### src/rtl/ps2_pkg.sv
// Shared constants, frame FSM encoding and key-word helper for the PS/2 keyboard receiver.
package ps2_pkg;
  localparam logic [7:0] PS2_EXT_CODE = 8'hE0;
  localparam logic [7:0] PS2_BRK_CODE = 8'hF0;
  localparam int         KEY_W        = 16;

  typedef enum logic [1:0] {IDLE, DATA, PARITY, STOP} state_t;

  function automatic logic [KEY_W-1:0] key_word(input logic ext, input logic [7:0] b);
    return {7'b0, ext, b};
  endfunction
endpackage

### src/rtl/ps2_line_filter.sv
// 2-FF synchroniser plus FILTER_LEN-sample glitch filter for one PS/2 line; fall pulses on a filtered 1->0.
module ps2_line_filter #(
  parameter int FILTER_LEN = 4
) (
  input  logic clk,
  input  logic rst,
  input  logic din,
  output logic level,
  output logic fall
);
  localparam int CW = $clog2(FILTER_LEN + 1);

  logic [1:0]    sync;
  logic [CW-1:0] cnt;

  always_ff @(posedge clk or posedge rst) begin
    if (rst) begin
      sync  <= 2'b11;
      level <= 1'b1;
      cnt   <= '0;
      fall  <= 1'b0;
    end else begin
      sync <= {sync[0], din};
      fall <= 1'b0;
      // cnt counts consecutive samples disagreeing with the filtered level
      if (sync[1] == level) begin
        cnt <= '0;
      end else if (cnt == CW'(FILTER_LEN - 1)) begin
        level <= sync[1];
        cnt   <= '0;
        fall  <= level;
      end else begin
        cnt <= cnt + 1'b1;
      end
    end
  end
endmodule

### src/rtl/ps2_keyboard_rx.sv
// PS/2 device-to-host frame receiver with E0/F0 prefix decoding into a held-key word.
// Optional partial-frame timeout enabled by defining PS2_TIMEOUT_EN.
module ps2_keyboard_rx
  import ps2_pkg::*;
#(
  parameter int FILTER_LEN     = 4,
  parameter int TIMEOUT_CYCLES = 50000
) (
  input  logic             clk,
  input  logic             rst,
  input  logic             ps2_clk,
  input  logic             ps2_data,
  output logic [KEY_W-1:0] key,
  output logic [7:0]       code,
  output logic             code_strobe,
  output logic             frame_err
);
  logic   fall, sdata, unused_data_fall;
  state_t state, state_n;
  logic [2:0] bitcnt, bitcnt_n;
  logic [7:0] sreg, sreg_n;
  logic par, par_n;
  logic ext, brk;
  logic frame_done, frame_good, frame_bad, to_hit;

  ps2_line_filter #(.FILTER_LEN(FILTER_LEN)) u_clk_filt (
    .clk(clk), .rst(rst), .din(ps2_clk), .level(), .fall(fall)
  );
  ps2_line_filter #(.FILTER_LEN(FILTER_LEN)) u_data_filt (
    .clk(clk), .rst(rst), .din(ps2_data), .level(sdata), .fall(unused_data_fall)
  );

`ifdef PS2_TIMEOUT_EN
  localparam int TW = $clog2(TIMEOUT_CYCLES + 1);
  logic [TW-1:0] to_cnt;

  always_ff @(posedge clk or posedge rst) begin
    if (rst)                            to_cnt <= '0;
    else if (fall || state == IDLE)     to_cnt <= '0;
    else if (to_cnt != TW'(TIMEOUT_CYCLES)) to_cnt <= to_cnt + 1'b1;
  end

  assign to_hit = (state != IDLE) && !fall && (to_cnt == TW'(TIMEOUT_CYCLES));
`else
  logic [31:0] unused_timeout;
  assign unused_timeout = TIMEOUT_CYCLES;
  assign to_hit = 1'b0;
`endif

  always_ff @(posedge clk or posedge rst) begin
    if (rst) begin
      state  <= IDLE;
      bitcnt <= '0;
      sreg   <= '0;
      par    <= 1'b0;
    end else begin
      state  <= state_n;
      bitcnt <= bitcnt_n;
      sreg   <= sreg_n;
      par    <= par_n;
    end
  end

  always_comb begin
    state_n    = state;
    bitcnt_n   = bitcnt;
    sreg_n     = sreg;
    par_n      = par;
    frame_done = 1'b0;
    if (to_hit) begin
      state_n = IDLE;
    end else if (fall) begin
      case (state)
        IDLE: if (!sdata) begin
          state_n  = DATA;
          bitcnt_n = '0;
        end
        DATA: begin
          sreg_n   = {sdata, sreg[7:1]};
          bitcnt_n = bitcnt + 3'd1;
          if (bitcnt == 3'd7) state_n = PARITY;
        end
        PARITY: begin
          par_n   = sdata;
          state_n = STOP;
        end
        STOP: begin
          frame_done = 1'b1;
          state_n    = IDLE;
        end
        default: state_n = IDLE;
      endcase
    end
  end

  // Odd parity over data plus parity bit, and stop bit must be high.
  assign frame_good = frame_done && sdata && (^{sreg, par});
  assign frame_bad  = (frame_done && !frame_good) || to_hit;

  always_ff @(posedge clk or posedge rst) begin
    if (rst) begin
      key         <= '0;
      code        <= '0;
      code_strobe <= 1'b0;
      frame_err   <= 1'b0;
      ext         <= 1'b0;
      brk         <= 1'b0;
    end else begin
      code_strobe <= frame_good;
      frame_err   <= frame_bad;
      if (frame_good) begin
        code <= sreg;
        if (sreg == PS2_EXT_CODE) begin
          ext <= 1'b1;
        end else if (sreg == PS2_BRK_CODE) begin
          brk <= 1'b1;
        end else begin
          // Release only clears the word if it names the key currently held.
          if (!brk)                          key <= key_word(ext, sreg);
          else if (key == key_word(ext, sreg)) key <= '0;
          ext <= 1'b0;
          brk <= 1'b0;
        end
      end else if (frame_bad) begin
        ext <= 1'b0;
        brk <= 1'b0;
      end
    end
  end
endmodule

### config.mk
export PLATFORM = sky130hd
export DESIGN_NAME = ps2_keyboard_rx
export DESIGN_NICKNAME = d
export VERILOG_FILES = /design/src/rtl/ps2_pkg.sv /design/src/rtl/ps2_line_filter.sv /design/src/rtl/ps2_keyboard_rx.sv
export SDC_FILE = /design/constraint.sdc
export NUM_CORES = 1
export LEC_CHECK = 0
export ABC_AREA = 1
export CAP_MARGIN = 20
export CORE_AREA = 2 2 85 87
export DETAILED_ROUTE_END_ITERATION = 16
export DIE_AREA = 0 0 87 89
export SYNTH_ARGS = -nofsm -noshare
export SYNTH_HDL_FRONTEND = slang
export SYNTH_SLANG_ARGS = --single-unit
### constraint.sdc
create_clock -name clk -period 1.95 [get_ports clk]
set_input_delay 0.39 -clock clk [delete_from_list [all_inputs] [get_ports clk]]
set_output_delay 0.39 -clock clk [all_outputs]
set_load 0.01 [all_outputs]
==> results_dict.tcl <==
set metrics [dict create \
    core_sq_um 6719 \
    yosysWarnings 0 \
    final_cell_area_sq_um 2713 \
    final_util_pct 40.37 \
    start_util_pct 34.21 \
    crit_buf_inv 1 \
    hold_path.startpoint "u_data_filt.sync[0]" \
    yosysMostFrequentCell "nand2_1" \
    critPathArrivalTime_ns 2.09 \
    crit_type "reg -> reg" \
    cp_max_fo 29 \
    viasPerCell 4.588 \
    cts_tree "done" \
    antenna_found_initial 0 \
    drt.antenna.violating_nets 0 \
    status "completed" \
    rows 30 \
    hold_depth 0 \
    met3_usage_pct 3.047 \
    synth_edf_count 0 \
    clk_latency_ns 0.30 \
    finalCritPeriodShare_pct 94.68 \
    slew_viol_final 0 \
    ys_seq_area_share_pct 52.59 \
    powerDensity_nw_per_um2 802.3 \
    cpMostUsedCell "nand2_1" \
    area_growth_pct 18.02 \
    setup_viol_count_final 0 \
    cp_cell_sequence "inv_1, nand2_1, nand2_1, xor2_1, nand3_1, nand2_2, nand2_8, nor2_2, nand2_1, nand2_1" \
    diodes 0 \
    grt_overflow 0 \
    syn_avg_cell_area_sq_um 8.739 \
    cpLargestDelayFamily "simple AND/OR/NAND/NOR gates" \
    critPathLaunchType "register" \
    yosys.area.top_type_share_pct 45.73 \
    regToRegSetupSlack_ns 0.10 \
    cts_made_buffers 5 \
    vias 1702 \
    drive_above_1_share_pct 8.247 \
    slowest_stage "dfrtp_1" \
    port_buffers 22 \
    routedWlPerCell_um 11.55 \
    required_ns 2.20 \
    nets 303 \
    r2r_start "sreg[1]" \
    design.portCount 30 \
    rr_worst_depth 10 \
    cts-root-buf "clkbuf_8" \
    path_clk_slew_ns 0.09 \
    worstHoldPathType "reg -> reg" \
    gr-usage-met1_pct 15.59 \
    die_area_sq_um 7743 \
    p_leak_nw 1.364 \
    synthTopCellsByCount "72 x nand2_1, 42 x dfrtp_1, 28 x inv_1, 22 x nor2_1, 18 x o21ai_0" \
    drt_iter0_markers 85 \
    die_h_um 89 \
    finalHoldViolations 0 \
    clk_path_buf_depth 2 \
    grt_busiest_layer "met2" \
    grt_pass1_vias 1622 \
    drc 0 \
    grt.total_usage_pct 12.63 \
    drt_pass1_iterations 4 \
    gp_congestion 0.8721 \
    synth_area_leaders "dfrtp_1 46%, nand2_1 12%, dfstp_2 6.9%" \
    die_x_um 87 \
    gr-usage-met2_pct 21.17 \
    numClockSinks 48 \
    synthCells 263 \
    power_mw 2.176 \
    htreeDepth 2 \
    crit_path_end_kind "register" \
    finClkSkew_ns 0.01054 \
    hold_end "u_data_filt.sync[1]" \
    grt_max_degree 29 \
    drv_cap 0 \
    synth_top_cell_by_area "dfrtp_1" \
    synth_async_sr_flop_share_pct 100.0 \
    ys_ff_latch 48 \
    hold_buffers 0 \
    ir_drop_mv 0.4089 \
    syn_area_sq_um 2298 \
    synth-main-ff-cell "dfrtp_1" \
    grt_pass1_wl_mm 7.541 \
    hpwl_mm 3.158 \
    placed_area_sq_um 2590 \
    synth.distinct_cells 26 \
    r2r-end "key[5]" \
    timing.final.crit_period_ns 1.846 \
    fmax_ghz 0.5417 \
    slowest_delay_ns 0.43 \
    routed_wl_mm 4.285 \
]
-- cell type report --
cell class / instances / area [sq um]
fill: 647 / 4006
sequential: 48 / 1209
multi-input combinational: 180 / 932.1
timing repair buffer: 24 / 247.7
inverter: 31 / 116.4
tap: 80 / 100.1
clock buffer: 6 / 72.57
clock inverter: 2 / 35.03
-- registers in the layout (all words and copies together) (netlist names) --
signal             flops
key                    9
code                   8
sreg                   8
bitcnt                 3
u_clk_filt.cnt         3
u_data_filt.cnt        3
state                  2
u_clk_filt.sync        2
u_data_filt.sync       2
brk                    1
code_strobe            1
ext                    1
frame_err              1
par                    1
u_clk_filt.fall        1
u_clk_filt.level       1
u_data_filt.level      1
-- per-stage QoR --
stage / TNS (ns) / cells / worst slack [ns] / hold WS, ns
after CTS: 0 / 370 / 0.1153 / 0.3591
after global routing: -0.006609 / 371 / -0.006609 / 0.3626
after global placement: 0 / 362 / 0.1995 / 0.3463
final: 0 / 371 / 0.1038 / 0.3582
after detailed placement: 0 / 362 / 0.1399 / 0.3472
after floorplan: 0 / 269 / 0.4255 / 0.3452
-- worst max-delay path by stage --
stage / startpoint / to / slack (ns) / cells after the start
2_1_floorplan: rst / bitcnt[0] / 0.43 / 1
3_3_place_gp: sreg[1] / key[0] / 0.20 / 10
3_5_place_dp: sreg[1] / key[7] / 0.14 / 10
4_1_cts: sreg[1] / key[6] / 0.12 / 10
5_1_grt: sreg[1] / key[4] / -0.007 / 10
6_report: sreg[1] / key[5] / 0.10 / 10
-- worst register-to-register path, cell delays in order (launching register included) --
cell and delay, ns:
dfrtp_1 0.43, inv_1 0.17, nand2_1 0.09, nand2_1 0.08
xor2_1 0.19, nand3_1 0.12, nand2_2 0.14, nand2_8 0.15
nor2_2 0.26, nand2_1 0.08, nand2_1 0.07
-- repair_timing --
| item | CTS | global route |
|---|---|---|
| setup buffers | 0 | 0 |
| gates resized for setup | 0 | 2 |
| endpoints found under the setup margin | 0 | 9 |
| hold endpoints to repair | 0 | 0 |
-- metal layers --
metal  vias up  share of wire [%]
met1       795                 47
met3         9                3.8
met4         0                1.7
met2        34                 48
li1        864                  -
met5         -                  0
-- kinds of logic after synthesis --
family / after synthesis / share of synthesized area [%]
adder cells (fa/ha/maj): 9 / 4.899
flip-flops: 48 / 52.59
XOR/XNOR: 13 / 4.954
AO/OA/AOI/OAI: 36 / 7.894
AND/OR/NAND/NOR: 113 / 20.58
buffers and inverters: 42 / 8.492
multiplexers: 1 / 0.4355
other: 1 / 0.1632
-- power by group --
part	total (mW)	internal (mW)	switching [mW]
combinational	0.329	0.126	0.203
sequential	1.15	1.09	0.0528
clock	0.700	0.381	0.320
-- placed cells by master (no fill, tap or decap), types with 3 or more instances in the layout --
master,n
conb_1,7
inv_1,27
o21ai_1,13
nor2_1,22
xor2_1,5
dfstp_2,6
xnor2_1,8
inv_2,4
clkdlybuf4s50_1,22
clkbuf_8,5
ha_1,9
a21oi_1,5
nand2_1,72
nor3_1,3
dfrtp_1,42
o21ai_0,17
nand3_1,6
Note: power is estimated with default switching activity, not from simulation.
